## config.mk

```make
export PLATFORM = sky130hd
export DESIGN_NAME = bnn_tile_accum_binarize
export DESIGN_NICKNAME = d
export VERILOG_FILES = /design/src/rtl/bnn_tile_accum_binarize.sv
export SDC_FILE = /design/constraint.sdc
export NUM_CORES = 1
export LEC_CHECK = 0
export BUFFER_PORTS_ARGS = -buffer_cell sky130_fd_sc_hd__buf_2
export CAP_MARGIN = 20
export CORE_MARGIN = 2
export CORE_UTILIZATION = 45
export DETAILED_ROUTE_END_ITERATION = 10
export GPL_TIMING_DRIVEN = 0
export PLACE_DENSITY = 0.69
export SLEW_MARGIN = 20
export SYNTH_ARGS = -nofsm -noshare
export SYNTH_HDL_FRONTEND = slang
export SYNTH_SLANG_ARGS = --single-unit
export TNS_END_PERCENT = 5
```

## constraint.sdc

```tcl
create_clock -name clk -period 5.2 [get_ports clk]
set_input_delay 1.56 -clock clk [delete_from_list [all_inputs] [get_ports clk]]
set_output_delay 1.56 -clock clk [all_outputs]
set_load 0.1 [all_outputs]
```

## src/rtl/bnn_tile_accum_binarize.sv

```systemverilog
// Purpose: accumulates signed per-neuron partial sums over NUM_TILES tiles, then
//          thresholds each sum (folded batch-norm, optional flip) into one activation bit.
// Latency: out_valid rises the cycle after the last tile's handshake; one tile per cycle sustained.
// Backpressure: one completed result is held; while held, in_ready follows out_ready.
//
// Ports:
//   clk, rst_n            clock, async active-low reset
//   in_valid/in_ready     partial-sum tile handshake (value_in: OUT_DIM x IN_BIT signed)
//   thresh_in, flip_in    per-neuron signed threshold and comparison inversion
//   out_valid/out_ready   result handshake (bits_o, sum_o, sat_o)
module bnn_tile_accum_binarize #(
  parameter int OUT_DIM   = 8,
  parameter int IN_BIT    = 8,
  parameter int ACC_BIT   = 14,
  parameter int NUM_TILES = 4
) (
  input  logic                       clk,
  input  logic                       rst_n,
  input  logic                       in_valid,
  output logic                       in_ready,
  input  logic [OUT_DIM*IN_BIT-1:0]  value_in,
  input  logic [OUT_DIM*ACC_BIT-1:0] thresh_in,
  input  logic [OUT_DIM-1:0]         flip_in,
  output logic                       out_valid,
  input  logic                       out_ready,
  output logic [OUT_DIM-1:0]         bits_o,
  output logic [OUT_DIM*ACC_BIT-1:0] sum_o,
  output logic                       sat_o
);

  localparam int CW = (NUM_TILES > 1) ? $clog2(NUM_TILES) : 1;
  localparam logic [CW-1:0] LAST_CNT = CW'(NUM_TILES - 1);
  localparam logic [ACC_BIT-1:0] ACC_MAX = {1'b0, {(ACC_BIT-1){1'b1}}};
  localparam logic [ACC_BIT-1:0] ACC_MIN = {1'b1, {(ACC_BIT-1){1'b0}}};

  typedef enum logic {ACCUM, HOLD} state_t;

  state_t                    state_q, state_d;
  logic [CW-1:0]             cnt_q, cnt_d;
  logic [ACC_BIT-1:0]        acc_q [OUT_DIM];
  logic [ACC_BIT-1:0]        acc_d [OUT_DIM];
  logic                      sticky_q, sticky_d;
  logic [OUT_DIM-1:0]        bits_q, bits_d;
  logic [OUT_DIM*ACC_BIT-1:0] sum_q, sum_d;
  logic                      sat_q, sat_d;

  logic                      accept;
  logic                      first;
  logic                      last;
  logic                      sticky_nxt;
  logic [ACC_BIT-1:0]        sat_val [OUT_DIM];
  logic [OUT_DIM-1:0]        ovf;
  logic [OUT_DIM-1:0]        ge;

  assign in_ready = (state_q == ACCUM) | out_ready;
  assign accept   = in_valid & in_ready;
  // The count is forced to 0 whenever HOLD is entered, so an accept taken out
  // of HOLD is automatically the first (load) tile of the next layer.
  assign first    = (cnt_q == '0);
  assign last     = (cnt_q == LAST_CNT);

  // Per-neuron add with one guard bit; overflow shows as the top two bits differing.
  for (genvar g = 0; g < OUT_DIM; g++) begin : g_elem
    logic [ACC_BIT:0] v_ext;
    logic [ACC_BIT:0] a_ext;
    logic [ACC_BIT:0] wide;

    assign v_ext = {{(ACC_BIT+1-IN_BIT){value_in[g*IN_BIT+IN_BIT-1]}},
                    value_in[g*IN_BIT +: IN_BIT]};
    assign a_ext = {acc_q[g][ACC_BIT-1], acc_q[g]};
    assign wide  = first ? v_ext : (a_ext + v_ext);
    assign ovf[g] = wide[ACC_BIT] ^ wide[ACC_BIT-1];
    assign sat_val[g] = ovf[g] ? (wide[ACC_BIT] ? ACC_MIN : ACC_MAX)
                               : wide[ACC_BIT-1:0];
    assign ge[g] = $signed(sat_val[g]) >= $signed(thresh_in[g*ACC_BIT +: ACC_BIT]);
  end

  // A load restarts the sticky flag for the new layer.
  assign sticky_nxt = (first ? 1'b0 : sticky_q) | (|ovf);

  always_comb begin
    state_d  = state_q;
    cnt_d    = cnt_q;
    acc_d    = acc_q;
    sticky_d = sticky_q;
    bits_d   = bits_q;
    sum_d    = sum_q;
    sat_d    = sat_q;

    if (accept) begin
      acc_d    = sat_val;
      sticky_d = sticky_nxt;
      if (last) begin
        state_d = HOLD;
        cnt_d   = '0;
        sat_d   = sticky_nxt;
        bits_d  = ge ^ flip_in;
        for (int i = 0; i < OUT_DIM; i++) begin
          sum_d[i*ACC_BIT +: ACC_BIT] = sat_val[i];
        end
      end else begin
        state_d = ACCUM;
        cnt_d   = cnt_q + CW'(1);
      end
    end else if ((state_q == HOLD) && out_ready) begin
      state_d = ACCUM;
    end
  end

  always_ff @(posedge clk or negedge rst_n) begin
    if (!rst_n) begin
      state_q  <= ACCUM;
      cnt_q    <= '0;
      sticky_q <= 1'b0;
      bits_q   <= '0;
      sum_q    <= '0;
      sat_q    <= 1'b0;
      for (int i = 0; i < OUT_DIM; i++) begin
        acc_q[i] <= '0;
      end
    end else begin
      state_q  <= state_d;
      cnt_q    <= cnt_d;
      sticky_q <= sticky_d;
      bits_q   <= bits_d;
      sum_q    <= sum_d;
      sat_q    <= sat_d;
      acc_q    <= acc_d;
    end
  end

  assign out_valid = (state_q == HOLD);
  assign bits_o    = bits_q;
  assign sum_o     = sum_q;
  assign sat_o     = sat_q;

endmodule

```

==> flow_results.org <==
** Timing
- Post-route worst hold slack :: 473 ps
- Final number of setup-violating endpoints :: 8
- Setup repair after global routing missed its margin :: yes
- Setup slack of the critical path after layout :: -361 ps
- Max Clock Freq :: 0.180 GHz
- Final period util :: 1.07
- Final Hold Fails :: 0
- In this run the tightest slew margin relative to its limit is 0.228.
- Clock Skews :: 17.6 ps
- Transition at the pin with the smallest max-transition slack :: 1160 ps
- Time the final worst path needs with I/O delays and setup :: ~5600 ps
- Number of max-slew violations in the final report :: 0

** Global routing
- Via count of the first global-routing pass :: 17400
- Antenna violations before repair :: 14
- Maximum number of pins on one net before global-route repair :: 94
- Global-route wire length before repair :: 95.3 mm
- Global router's overall resource usage :: 0.288
- Summed over all layers, the global routing overflow is 0.

** Critical path
- Worst flop-to-flop path startpoint :: cnt_q[0]$_DFFE_PN0P_
- Of all nets on the critical path, the largest fanout is 6.
- Req. time, crit path :: approximately 5600 ps
- Critical path class :: input pin to flip-flop
- Chain of cells forming the critical path :: buf_8, ha_4, a21o_1, a21oi_2, o21bai_2, a2111oi_4, o31ai_2, a21o_1, a21oi_2, xnor2_2, o21ai_2, ha_4, nor4b_4, buf_4, buf_6, nor2_4, ha_4, a21o_1, a21o_1, a211o_1, o21a_1, a211oi_2, xor2_1, o21ai_1
- The cell that appears most often on the critical path is sky130_fd_sc_hd__a21o_1.
- Critical Path Slowest Stage Cell :: sky130_fd_sc_hd__a2111oi_4
- Data arrival at the endpoint of the critical path :: roughly 6000 ps
- Cells on worst reg2reg path :: 18
- CP Capture Type :: flip-flop
- On the worst path, the slowest cell contributes a delay of 420 ps.
- For flop-to-flop paths, the worst setup slack is -160 ps.
- The worst register-to-register path ends at bits_o[0]$_DFFE_PN0P_.
- Kind of start point of the critical path :: input pin

** Routing
- The first TritonRoute pass finished after 6 iterations.
- DRC Markers :: 0
- Via count :: 17500
- Violation count after the first detailed-route iteration :: 1134
- Number of vias per cell after detailed routing :: 5.73
- Once detail routing completed, the nets flagged for antenna violations numbered 0.
- In the final routed layout, each cell accounts on average for ~20 um.
- After detailed routing, the total wire length is just over 60 mm.

** Floorplan
- Measured along the x axis, the die boundary spans 206 um.
- Core box area :: a little over 40000 um2
- Height of the die :: around 210 um
- Starting density of the core :: 0.454
- Number of placed I/O pins :: 311
- The die covers 42600 um2.
- The floorplan has 74 rows.

** Clocking
- For this design, the sink count on the clock tree is ~240.
- TritonCTS built the clock tree.
- For the worst-skew pair, the clock arrives at the later sink with an insertion delay of 580 ps.
- Clock-pin slew of the registers on the worst-case setup and hold paths :: ~60 ps
- The tree is rooted in a sky130_fd_sc_hd__clkbuf_16.
- In this run the number of H-tree levels came out at 1.
- In this run the deepest clock path goes through 3 buffers.
- TritonCTS created 30 clock buffers.

** Yosys
- Synthesis instantiated 74 different standard cells from the library.
- Synthesized flop and latch total :: 237
- During synthesis, Yosys emitted a total of 0 warnings.
- Number of nets produced by synthesis :: ~2500
- Synthesized instance count :: 2107
- For this run, asynchronously set or reset flops after synthesis account for 1.00.
- Avg Inst Size Synth :: roughly 9 um2
- For this run, the leading register cell type out of synthesis is sky130_fd_sc_hd__dfrtp_1.
- The synthesized netlist occupies a cell area of roughly 18000 um2.
- Number of synthesized flops with an enable pin :: 0
- Share of the yosys chip area belonging to registers :: 0.321

** Placed design
- Half-perimeter wire length of the detailed placement result :: 46.7 mm
- PortBufs :: 310
- The placed instances occupy a cell area of 20900 um2.
- Final RePlAce weighted congestion :: slightly above 0.9

** Min path
- The min-delay analysis places its worst path in the category flip-flop to flip-flop.
- The worst hold path was traced through 2 stages.
- In this run the most critical hold path is launched from sum_o[94]$_DFFE_PN0P_.
- Hold Path End :: sum_o[94]$_DFFE_PN0P_

** Cells and area
- At the end of the flow, the number of nets in the layout was about 2900.
- Post-layout instance area :: 22800 um2
- Ratio of cells with drive above 1 in the final layout :: 0.256
- Number of filler cells placed in the layout :: 3704
- Area growth, synth to finish :: 23.4%
- Sequential cell area :: 5930 um2
- Area occupied by multi-input gates :: 12200 um2

** Status
- The checks that failed: negative setup slack.
- The run finished, with violations left.

** Job
- Max-Cap Viols :: 0
-- metrics by stage --
step	std cells	setup slack, ps	util	TNS (ps)
after global routing	3044	-510	0.560	-3330
after CTS	3023	-377	0.548	-1740
after detailed placement	2951	-1620	0.513	-13020
after global placement	2949	-2030	0.511	-484440
after floorplan	2107	-470	-	-1780
final	3046	-361	0.560	-1360
-- critical path, delay by kind of cell --
kind,cells,cell delay [ps]
buffers and inverters,3,430
adder cells (fa/ha/maj),3,740
AO/OA/AOI/OAI,14,2690
AND/OR/NAND/NOR,2,260
XOR/XNOR,2,300
-- registers in the layout, summed over array words and instances (netlist names) --
| register | count |
|---|---|
| acc_q | 112 |
| sum_o | 112 |
| bits_o | 8 |
| cnt_q | 2 |
| out_valid | 1 |
| sat_o | 1 |
| sticky_q | 1 |
-- layout make-up --
cell class                      count  share of cell area
Multi-Input combinational cell   1607               0.536
Sequential cell                   237               0.261
Timing Repair Buffer              346              0.0838
Clock buffer                       45              0.0399
Inverter                          190              0.0313
Tap cell                          532              0.0292
Buffer                             73              0.0152
Clock inverter                     11             0.00374
Antenna cell                        5            0.000550
-- routing by layer --
metal / GRT usage / up-vias / part of all wire
met4: 0.102 / 18 / 0.039
met5: 0 / - / 0.0018
li1: - / 8229 / -
met3: 0.0605 / 135 / 0.073
met2: 0.474 / 590 / 0.46
met1: 0.374 / 8487 / 0.42
-- repair_timing --
item | CTS | global route
cloned | 0 | 0
gates resized for setup | 77 | 79
buffers inserted | 16 | 18
pin swaps | 26 | 40
endpoints found under the setup margin | 14 | 8
hold buffers | 0 | 0
hold endpoints to repair | 0 | 0
-- logic make-up after synthesis --
group	count (synthesis)	share of synthesized area
buffers and inverters	263	0.0542
AO/OA/AOI/OAI	599	0.203
multiplexers	118	0.0712
adder cells (fa/ha/maj)	250	0.171
flip-flops	237	0.321
XOR/XNOR	88	0.0426
AND/OR/NAND/NOR	552	0.136
-- cells in the final DEF (no fill, tap or decap), types with 11 or more instances in the layout --
cell type	Yosys	final
sky130_fd_sc_hd__a211oi_1	30	21
sky130_fd_sc_hd__a21o_1	53	53
sky130_fd_sc_hd__a21oi_1	173	155
sky130_fd_sc_hd__a21oi_2	1	15
sky130_fd_sc_hd__buf_2	7	311
sky130_fd_sc_hd__buf_4	1	34
sky130_fd_sc_hd__clkbuf_1	53	50
sky130_fd_sc_hd__clkbuf_16	0	31
sky130_fd_sc_hd__dfrtp_1	237	237
sky130_fd_sc_hd__ha_1	230	214
sky130_fd_sc_hd__ha_4	0	12
sky130_fd_sc_hd__inv_1	190	190
sky130_fd_sc_hd__maj3_1	12	12
sky130_fd_sc_hd__mux2_2	106	106
sky130_fd_sc_hd__nand2_1	279	277
sky130_fd_sc_hd__nand2b_1	20	20
sky130_fd_sc_hd__nand3_1	30	29
sky130_fd_sc_hd__nand4_1	24	24
sky130_fd_sc_hd__nor2_1	101	97
sky130_fd_sc_hd__nor2b_1	25	25
sky130_fd_sc_hd__nor3_1	19	15
sky130_fd_sc_hd__o211ai_1	11	11
sky130_fd_sc_hd__o21a_1	23	22
sky130_fd_sc_hd__o21ai_0	154	141
sky130_fd_sc_hd__o21ai_1	7	13
sky130_fd_sc_hd__o21bai_1	13	11
sky130_fd_sc_hd__o31ai_1	48	43
sky130_fd_sc_hd__xnor2_1	51	47
sky130_fd_sc_hd__xor2_1	35	34
-- cells in the mapped netlist, types with 4 or more instances --
master	count	share of area
sky130_fd_sc_hd__nand2_1	279	0.057
sky130_fd_sc_hd__dfrtp_1	237	0.32
sky130_fd_sc_hd__ha_1	230	0.16
sky130_fd_sc_hd__inv_1	190	0.039
sky130_fd_sc_hd__a21oi_1	173	0.047
sky130_fd_sc_hd__o21ai_0	154	0.042
sky130_fd_sc_hd__mux2_2	106	0.065
sky130_fd_sc_hd__nor2_1	101	0.021
sky130_fd_sc_hd__a21o_1	53	0.022
sky130_fd_sc_hd__clkbuf_1	53	0.011
sky130_fd_sc_hd__xnor2_1	51	0.024
sky130_fd_sc_hd__o31ai_1	48	0.020
sky130_fd_sc_hd__xor2_1	35	0.017
sky130_fd_sc_hd__a211oi_1	30	0.012
sky130_fd_sc_hd__nand3_1	30	0.0081
sky130_fd_sc_hd__nor2b_1	25	0.0085
sky130_fd_sc_hd__nand4_1	24	0.0081
sky130_fd_sc_hd__o21a_1	23	0.0094
sky130_fd_sc_hd__nand2b_1	20	0.0068
sky130_fd_sc_hd__nor3_1	19	0.0052
sky130_fd_sc_hd__a21boi_0	13	0.0053
sky130_fd_sc_hd__o21bai_1	13	0.0053
sky130_fd_sc_hd__buf_1	12	0.0024
sky130_fd_sc_hd__maj3_1	12	0.0065
sky130_fd_sc_hd__mux2i_1	12	0.0065
sky130_fd_sc_hd__a31oi_1	11	0.0037
sky130_fd_sc_hd__o211ai_1	11	0.0045
sky130_fd_sc_hd__fa_1	8	0.0087
sky130_fd_sc_hd__or3_1	8	0.0027
sky130_fd_sc_hd__a211o_1	7	0.0033
sky130_fd_sc_hd__and2_1	7	0.0024
sky130_fd_sc_hd__buf_2	7	0.0019
sky130_fd_sc_hd__o21ai_1	7	0.0019
sky130_fd_sc_hd__or2_2	7	0.0024
sky130_fd_sc_hd__and3_1	6	0.0020
sky130_fd_sc_hd__a31o_2	5	0.0024
sky130_fd_sc_hd__and4_1	5	0.0024
sky130_fd_sc_hd__nand3b_1	5	0.0020
sky130_fd_sc_hd__o31a_1	5	0.0024
sky130_fd_sc_hd__a221o_1	4	0.0022
sky130_fd_sc_hd__o221ai_1	4	0.0019
sky130_fd_sc_hd__o22ai_1	4	0.0014
-- worst max-delay path by stage --
| stage | startpoint | endpoint | slack [ps] | depth (start not counted) |
|---|---|---|---|---|
| 6_report | value_in[41] | bits_o[5]$_DFFE_PN0P_ | -360 | 24 |
| 5_1_grt | value_in[41] | bits_o[5]$_DFFE_PN0P_ | -510 | 24 |
| 4_1_cts | value_in[33] | bits_o[4]$_DFFE_PN0P_ | -380 | 26 |
| 3_5_place_dp | value_in[39] | bits_o[4]$_DFFE_PN0P_ | -1620 | 24 |
| 3_3_place_gp | rst_n | sum_o[49]$_DFFE_PN0P_ | -2030 | 1 |
| 2_1_floorplan | value_in[33] | bits_o[4]$_DFFE_PN0P_ | -470 | 24 |
Power is not shown: default switching activity piles up to over one toggle a cycle in this logic, so the estimate is an artifact.
